$ cat src/rtl/alu_result_fifo.sv
// alu_result_fifo: small first-word-fall-through queue that buffers ALU
// results (y plus five flags) under valid/ready handshakes on both sides,
// and keeps a sticky overflow bit and a saturating equality-event counter.
module alu_result_fifo #(
  parameter int DEPTH = 4,
  parameter int W     = 8
) (
  input  logic                     clk,
  input  logic                     rst,
  input  logic                     in_valid,
  output logic                     in_ready,
  input  logic [W-1:0]             in_y,
  input  logic                     in_parity,
  input  logic                     in_overflow,
  input  logic                     in_greater,
  input  logic                     in_is_eq,
  input  logic                     in_less,
  output logic                     out_valid,
  input  logic                     out_ready,
  output logic [W-1:0]             out_y,
  output logic [4:0]               out_flags,
  output logic [$clog2(DEPTH):0]   count,
  output logic                     sticky_ovf,
  input  logic                     clr_sticky,
  output logic [7:0]               eq_events
);

  localparam int AW = $clog2(DEPTH);
  localparam int EW = W + 5;
  localparam logic [AW:0]   FULL_CNT = DEPTH;
  localparam logic [AW-1:0] PTR_ONE  = 1;
  localparam logic [AW:0]   CNT_ONE  = 1;

  logic [EW-1:0] mem_q [DEPTH];
  logic [AW-1:0] wp_q, wp_d;
  logic [AW-1:0] rp_q, rp_d;
  logic [AW:0]   count_q, count_d;
  logic          sticky_q, sticky_d;
  logic [7:0]    eq_q, eq_d;
  logic          full, empty, push, pop;
  logic [EW-1:0] head;

  // Handshake qualifiers come from registered occupancy only, so in_ready
  // never depends combinationally on out_ready.
  assign full      = (count_q == FULL_CNT);
  assign empty     = (count_q == '0);
  assign in_ready  = !full;
  assign out_valid = !empty;
  assign push      = in_valid && in_ready;
  assign pop       = out_valid && out_ready;

  // Fall-through head: the entry at rp is always on the outputs.
  assign head       = mem_q[rp_q];
  assign out_y      = head[W-1:0];
  assign out_flags  = head[EW-1:W];
  assign count      = count_q;
  assign sticky_ovf = sticky_q;
  assign eq_events  = eq_q;

  // Next-state for pointers, occupancy and status; set beats clear on sticky.
  always_comb begin
    wp_d     = wp_q;
    rp_d     = rp_q;
    count_d  = count_q;
    sticky_d = sticky_q;
    eq_d     = eq_q;
    if (push) wp_d = wp_q + PTR_ONE;
    if (pop)  rp_d = rp_q + PTR_ONE;
    case ({push, pop})
      2'b10:   count_d = count_q + CNT_ONE;
      2'b01:   count_d = count_q - CNT_ONE;
      default: count_d = count_q;
    endcase
    if (push && in_overflow) sticky_d = 1'b1;
    else if (clr_sticky)     sticky_d = 1'b0;
    if (push && in_is_eq && (eq_q != 8'hFF)) eq_d = eq_q + 8'd1;
  end

  // Control state registers; reset discards all queued entries at once.
  always_ff @(posedge clk or posedge rst) begin
    if (rst) begin
      wp_q     <= '0;
      rp_q     <= '0;
      count_q  <= '0;
      sticky_q <= 1'b0;
      eq_q     <= 8'd0;
    end else begin
      wp_q     <= wp_d;
      rp_q     <= rp_d;
      count_q  <= count_d;
      sticky_q <= sticky_d;
      eq_q     <= eq_d;
    end
  end

  // Storage array is not reset; entries are only meaningful while counted.
  always_ff @(posedge clk) begin
    if (push) mem_q[wp_q] <= {in_less, in_is_eq, in_greater, in_overflow, in_parity, in_y};
  end

endmodule

$ cat config.mk
export PLATFORM = sky130hd
export DESIGN_NAME = alu_result_fifo
export DESIGN_NICKNAME = d
export VERILOG_FILES = /design/src/rtl/alu_result_fifo.sv
export SDC_FILE = /design/constraint.sdc
export NUM_CORES = 1
export LEC_CHECK = 0
export ABC_AREA = 0
export CORE_UTILIZATION = 55
export DETAILED_ROUTE_END_ITERATION = 6
export DONT_BUFFER_PORTS = 1
export HOLD_SLACK_MARGIN = 0.12
export PLACE_DENSITY = 0.72
export SYNTH_ARGS = -nofsm -noshare
export SYNTH_HDL_FRONTEND = slang
export SYNTH_SLANG_ARGS = --single-unit
$ cat constraint.sdc
create_clock -name clk -period 4 [get_ports clk]
set_clock_uncertainty 0.05 [all_clocks]
set_input_delay 1.2 -clock clk [delete_from_list [all_inputs] [get_ports clk]]
set_output_delay 1.2 -clock clk [all_outputs]
set_load 0.01 [all_outputs]
; ---- Word-level counts from Yosys, hierarchy flattened
; Memories as Yosys holds them, arrays and structs flattened.
; Index checks and enable logic that the tools add are counted.
[op_classes]
n_reduce_logical = 10
addsub = 5
n_eq_ne = 4
mux = 5
[ops]
columns = cell, n
row1 = 8-bit by 1-bit adder with 8-bit output (second input constant), 1
row2 = 8-bit inequality test (second input constant), 1
row3 = 3-bit one-hot mux with 2 select lines, 1
row4 = 1-bit logical AND, 5
row5 = 2-bit by 1-bit adder with 2-bit output (second input constant), 2
row6 = 1-bit two-way mux, 4
row7 = 2-bit nonzero test, 2
row8 = 3-bit by 1-bit adder with 3-bit output (second input constant), 1
row9 = 3-bit equality test (second input constant), 1
row10 = 3-bit logical NOT, 1
row11 = 3-bit by 1-bit subtractor with 3-bit output (second input constant), 1
row12 = 2-bit by 1-bit equality test with 1-bit output (second input constant), 1
row13 = 2-bit equality test (second input constant), 1
row14 = 1-bit logical NOT, 2
[totals]
register_bits = 16
n_memories = 1
ramBits = 52
[mem_list]
columns = memory, depth, word_bits, read_ports, rd_ports_with_merged_regs, write_ports, line
row1 = mem_q, 4, 13, 1, 0, 1, 34  ; logic [EW-1:0] mem_q [DEPTH];

; ---- Depth between registers and ports, before layout
; Gate-level depths: netlist (run 1).
[depth]
ltp_word = 5
mapped_depth = 9
mapped_depth_nobuf = 9

; ---- Worst setup path after synthesis (run 1)
; OpenSTA, ideal clock, no wires.
[synth_path]
kind = input port to flip-flop
from = input in_valid
to = register count_q[2] (netlist: count[2])
n_path_buf = 0
path_stages = 8
t_arrival_ps = 2382
path_slack_ps = 1489
path_cell_list = nor2b_1 > inv_1 > ha_1 > inv_1 > fa_1 > xor2_1 > nor2_1 > xor2_1
[synth_between]
elab_chain_cells = 3
elab_cells_between_ends = 5
[synth_lines]
columns = item, line
row1 = start: declaration, 10  ; input logic in_valid,
row2 = 1-bit logical AND (*), 49  ; assign push = in_valid && in_ready;
row3 = 2-bit by 1-bit equality test with 1-bit output / 2-bit equality test (equally long branches), 69  ; case ({push, pop})
row4 = 3-bit one-hot mux with 2 select lines / 2-bit nonzero test (equally long branches), -
row5 = end signal: assignment, 90  ; count_q <= count_d;
row6 = end: declaration, 37  ; logic [AW:0] count_q, count_d;
; Every way passes the cells marked *; elsewhere a longest branch is shown, timed or not.
; A chain may end at the register's enable or synchronous reset.

; ---- Final worst setup path (run 1)
[layout_path]
from = register rp_q[0]
to = output out_flags[0]
[layout_between]
elab_chain_cells = 1
[layout_lines]
columns = item, line
row1 = start: declaration, 36  ; logic [AW-1:0] rp_q, rp_d;
row2 = start signal: assignment, 89  ; rp_q <= rp_d;
row3 = memory 4 x 13 bit, -
row4 = end: declaration, 21  ; output logic [4:0] out_flags,
; Every way passes these cells.

==> results of run 1 <==
==> stage by stage <==
stage / instances / total power, mW / hold slack [ns] / area, um^2 / utilization (%)
final: 226 / 2.225 / 0.5224 / 3014 / 63.39
after global routing: 226 / 2.347 / 0.5536 / 3014 / 63.39
after CTS: 226 / 2.258 / 0.5275 / 3014 / 63.39
after detailed placement: 210 / 1.679 / 0.5181 / 2808 / 59.05
after global placement: 210 / 1.641 / 0.4942 / 2808 / 59.05
after floorplan: 146 / 1.559 / 0.4747 / 2741 / -
==> routing by layer <==
metal | global-route usage, % | vias up | part of all wire, %
met2 | 29.60 | 37 | 53
met3 | 7.873 | 6 | 6.2
met4 | 8.497 | 0 | 1.5
li1 | - | 575 | -
met1 | 20.57 | 655 | 40
met5 | 0 | - | 0
==> where the power goes <==
part           total [mW]  internal (mW)  leakage [nW]  switching [mW]
clock               0.579          0.345        0.0990           0.234
sequential           1.14          0.949         0.673           0.187
combinational       0.510          0.256         0.315           0.255
total                2.22           1.55          1.09           0.676
==> area by class of cell <==
class | count | area (um^2)
clock buffers | 10 | 127.6
clock inverters | 6 | 78.83
inverters | 9 | 33.78
fillers | 360 | 1740
multi-input cells | 66 | 728.2
flip-flops and latches | 68 | 1962
well taps | 67 | 83.83
==> cell usage after synthesis, types with 2 or more instances <==
| library cell | count | area, um^2 |
|---|---|---|
| buf_2 | 2 | 10.01 |
| edfxtp_1 | 52 | 1562 |
| ha_1 | 6 | 75.07 |
| xor2_1 | 4 | 35.03 |
| and3_1 | 5 | 31.28 |
| nand2_1 | 5 | 18.77 |
| mux2_2 | 3 | 33.78 |
| nand3_1 | 3 | 15.01 |
| dfrtp_1 | 16 | 400.4 |
| a21oi_1 | 2 | 10.01 |
| nor2_1 | 2 | 7.510 |
| mux4_2 | 13 | 292.8 |
| inv_1 | 9 | 33.78 |
| xnor2_1 | 6 | 52.55 |
==> path summary, 6_finish.rpt <==
kind,startpoint,to,slack (ns),cells after the start
max,rp_q[0],out_flags[0],0.88,1
min,count[2],count[2],0.52,1
max reg2reg,count[0],count[2],1.71,9
min reg2reg,count[2],count[2],0.52,1
max in group asynchronous,rst,rp_q[0],2.74,1
min in group asynchronous,rst,eq_events[7],0.77,1
==> sequential cells by signal (all words and copies together), names as in the netlist <==
register    cells
mem_q          52
eq_events       8
count           3
rp_q            2
wp_q            2
sticky_ovf      1
==> worst reg2reg max path, delay by kind of cell, from the launching register on <==
kind	cells	cell delay (ns)
XOR/XNOR	2	0.30
buffers and inverters	2	0.16
flip-flops	1	0.47
AND/OR/NAND/NOR	3	0.64
adder cells (fa/ha/maj)	2	0.57
==> cell families (layout without fill, tap and decap cells) <==
| family | count (synthesis) | count (layout) | synth area share [%] |
|---|---|---|---|
| AOI/OAI and AO/OA | 6 | 6 | 1.734 |
| xor gates and xnor gates | 10 | 10 | 3.195 |
| adders and majority gates | 7 | 7 | 3.469 |
| buffers and inverters | 12 | 25 | 1.871 |
| DFF | 68 | 68 | 71.57 |
| muxes | 18 | 18 | 12.82 |
| and+or+nand+nor | 25 | 25 | 5.341 |
==> cells in the final DEF (no fill, tap or decap) <==
cell and count:
edfxtp_1 52, dfrtp_1 16, mux4_2 13, inv_1 9
clkbuf_8 9, xnor2_1 6, ha_1 6, nand2_1 5
and3_1 5, xor2_1 4, mux2_2 3, nand3_1 3
clkinv_1 3, nor2_1 2, a21oi_1 2, bufinv_16 2
and4_4 1, nand2_2 1, nor3b_2 1, o21a_4 1
mux2_4 1, nor3_1 1, o21ai_0 1, o2111ai_1 1
nand2b_1 1, nor4_1 1, mux2i_1 1, or3_1 1
and2_1 1, nor2b_1 1, and3_2 1, a22o_1 1
fa_1 1, clkinvlp_4 1, clkbuf_1 1
==> impl_results.md, run 1 <==
* Outcome: finished clean
* Residual DRC at 0
* Nets at 179
* # hold bufs at CTS at 0
* Initial antenna violation count at 0
* Avg Synthesized Cell Area at 18.78 um^2
* Worst-skew pair later-pin latency at approximately 0.33 ns
* Iteration-0 DRC count of the detailed router at 81
* Crit path DAT at 1.87 ns
* Slew margin rel. at 44.57%
* Ant diodes at 0
* Die height at 72.60 um
* Core ar. at 4755 um^2
* P&R area growth vs syn at 9.950%
* WL per Instance at 18.10 um
* WP buf/inv at 0
* Data required, critical path at between 2 and 3 ns
* CTS tree: yes
* RSZ-0062 raised after global routing: no
* Die area at 5271 um^2
* Vias at 1273
* Peak VDD IR at 0.4082 mV
* Final setup vio count at 0
* Final hold vios at 0
* Syn. warnings at 0
* Layout cells sized above 1 at approximately a fifth
* Detailed placer's ending HPWL at 2.809 mm
* CP Capture Type: primary output
* Cell Area, Synth at 2741 um^2
* Initial core utilization at 57.66%
* PostCTS Resize Cnt at 0
* Htree depth at 3
* Die width at 72.60 um
* Primary FF master, synth: edfxtp_1
* Worst-path cell chain: mux4_2
* Num ports at 45
* Grt ovf at 0
* Maximum clock path buffer count at 2
* Max Slew Vio Count at 0
* Clk Tree Root Cell: clkbuf_8
* Hold Path Class: reg2reg
* Pin count of the biggest net entering global routing at 17
* CTS Sinks at 68
* CTS clock-pin slew for the worst setup and hold paths at 0.06 ns
* Final WS setup at 0.8825 ns
* TritonRoute pass-1 iters at 4
* Crit path max fanout at 15
* Worst path top cell family by delay: flip-flops
* Period minus WS final at ~3.1 ns
* Final worst path period share at 77.94%
* #FFs+latches synth at 68
* Input/output buffers at 0
* Max incr delay on CP at 0.89 ns
* RePlAce Congestion at 0.7005
* Worst-margin pin slew at slightly above 0.8 ns
* First-pass GRT wire length at 6.534 mm
* PD cells at 738.1 nW/um^2
* Post-placement setup slack at about 1.2 ns
* Syn Nets at 171
* Distinct cell type count after synthesis at 32
* Via density at between 5 and 6
* Overall routed net length at about 4 mm
* CTS Buf Count at 9
* # rows at 25
* Cells after Synth at 146
* Final antenna-violating net count at 0
* Sequential element share of the synthesized area at a little under three quarters
* Async S/R FF share, synth at a little under a quarter
* Setup CP Type: reg2out
* Critical Path Start Type: flop
* GRT Overall Usage at 18.09%
* FMAX at 320.8 MHz
* Slowest CP cell: dfrtp_1
* Sum Neg Setup Slack at 0 ns
* Leak at 1.087 nW
* Post-synth EDFFs at 52
* Postcts setup bufs at 0
* Max Cap Violations at 0
* Number of global-route vias before repair at 1304
Power figures use the tool's default switching activity.
==> run 2: changes to the inputs <==
==> constraint.sdc (replaced) <==
create_clock -name clk -period 3 [get_ports clk]
set_clock_uncertainty 0.05 [all_clocks]
set_input_delay 0.9 -clock clk [delete_from_list [all_inputs] [get_ports clk]]
set_output_delay 0.9 -clock clk [all_outputs]
set_load 0.01 [all_outputs]
==> run 2 against run 1 <==
Against the previous run:
- global-route usage rose by 1.1 points
- non-clock buffer count rose by 1
- clock power rose by 3%
- largest power group unchanged
- first-iteration DRC count fell by 33%
- sequential power rose by 30%
- clock-buffer cell count rose by 2
- critical endpoint is now out_y[3]
- largest cell class unchanged
- critical path type unchanged
- highest routed layer unchanged
==> impl_results.md, run 2 (same netlist as run 1, synthesis figures left out) <==
* Critical Path Start Type: flop
* Period minus WS final at about 2.7 ns
* Largest Register: mem_q
* Core ar. at 4755 um^2
* First-pass GRT wire length at roughly 7 mm
* FMAX at 370.9 MHz
* Metal2 WL at 2.245 mm
* Max Cap Violations at 0
* Final setup vio count at 0
* Layout cells sized above 1 at a little over a fifth
* PostCTS Resize Cnt at 0
* Setup CP Type: reg2out
* Final worst path period share at between 80% and 90%
* Postcts setup bufs at 0
* Final core utilization at 62.42%
* Largest register FFs at 52
* Vias at about 1300
* DR WL met3 at 222 um
* Max Slew Vio Count at 0
* RePlAce Congestion at 0.7308
* Pin count of the biggest net entering global routing at 17
* Worst-margin pin slew at ~0.72 ns
* Maximum clock path buffer count at 2
* Detailed placer's ending HPWL at around 2.9 mm
* Leak at around 1.1 nW
* Worst r2r src: count[0]
* Via density at 5.639
* Crit path DAT at between 1.5 and 2 ns
* Die width at 72.60 um
* # rows at 25
* TritonRoute pass-1 iters at 4
* Die area at 5271 um^2
* Final antenna-violating net count at 0
* Htree depth at 3
* Residual DRC at 0
* Crit path max fanout at 9
* Most frequent cells in the layout: 52 x edfxtp_1, 16 x dfrtp_1, 13 x mux4_2
* Clk Tree Root Cell: clkbuf_8
* Final hold vios at 0
* Initial core utilization at 57.66%
* CTS clock-pin slew for the worst setup and hold paths at roughly 0.070 ns
* Slew margin rel. at 51.80%
* Critical Path Start: rp_q[0]
* Die height at 72.60 um
* Grt ovf at 0
* Overall routed net length at 4.241 mm
* Filler cell count at 352
* CTS Sinks at 68
* # hold bufs at CTS at 0
* Uppermost layer routed: met4
* Nets at 180
* Number of global-route vias before repair at 1409
* Num ports at 45
* Ant diodes at 0
* P&R area growth vs syn at 8.261%
* RSZ-0062 raised after global routing: no
* PD cells at around 940 nW/um^2
* Initial antenna violation count at 0
* Commonest non-fill, non-tap cell in the layout: edfxtp_1
* Input/output buffers at 0
* Hold Path Class: in2async
* Data required, critical path at 2.05 ns
* Sum Neg Setup Slack at 0 ns
* Routed metal-1 wire length at 1.713 mm
* CTS Buf Count at 9
* Worst-skew pair later-pin latency at roughly 0.33 ns
* WL per Instance at about 19 um
* Iteration-0 DRC count of the detailed router at 54
* Outcome: finished clean
* Peak VDD IR at 0.4387 mV
* CP Capture Type: primary output
* CTS tree: yes
* GRT Overall Usage at roughly a fifth
-- run 2: cell types whose count changed in the layout (fill, tap and decap cells not counted), sizes merged --
cell,change
clkinvlp,-1
clkbuf,+2
clkinv,+1
buf,+1
bufinv,-2
-- run 2: power by group --
group | switching (mW) | internal, mW | leakage [nW] | total (mW)
Combinational | 0.370 | 0.347 | 0.320 | 0.717
Sequential | 0.218 | 1.27 | 0.673 | 1.48
Clock | 0.305 | 0.292 | 0.0792 | 0.597
-- run 2: path summary, 6_finish.rpt --
check / endpoint / slack [ns] / depth (start not counted)
max in group asynchronous: eq_events[4] / 2.02 / 1
setup / recovery: out_y[3] / 0.30 / 2
min in group clk: wp_q[1] / 0.52 / 1
hold reg to reg: wp_q[1] / 0.52 / 1
hold / removal: eq_events[6] / 0.48 / 1
setup reg to reg: count[2] / 0.72 / 9
-- run 2: layer usage --
metal / track usage [%] / vias to the layer above
met5: 0 / -
met4: 10.46 / 0
met3: 5.801 / 7
met2: 31.67 / 42
met1: 22.69 / 657
li1: - / 574
-- run 2: final cells by class --
class	count	area, um^2	area share (%)
clock inverters	4	17.52	0.5902
repair buffers	1	7.507	0.2530
inverters	9	33.78	1.138
multi-input cells	66	728.2	24.54
clock buffers	12	135.1	4.553
well taps	67	83.83	2.825
flip-flops and latches	68	1962	66.10
-- run 2: critical path, stage by stage (launching register included) --
cell	delay [ns]
dfrtp_1	0.55
buf_4	0.29
mux4_2	0.57
-- run 2: metrics by stage --
stage / cells / hold slack [ns] / cell area (um^2) / total power [mW] / worst slack, ns
floorplan: 146 / 0.4747 / 2741 / 2.079 / 0.7892
global placement: 211 / 0.4955 / 2815 / 2.197 / 0.6501
detailed placement: 211 / 0.5124 / 2815 / 2.244 / 0.5833
CTS: 227 / 0.5038 / 2968 / 2.837 / 0.2575
global route: 227 / 0.5246 / 2968 / 2.980 / 0.1779
finish: 227 / 0.4825 / 2968 / 2.798 / 0.3036
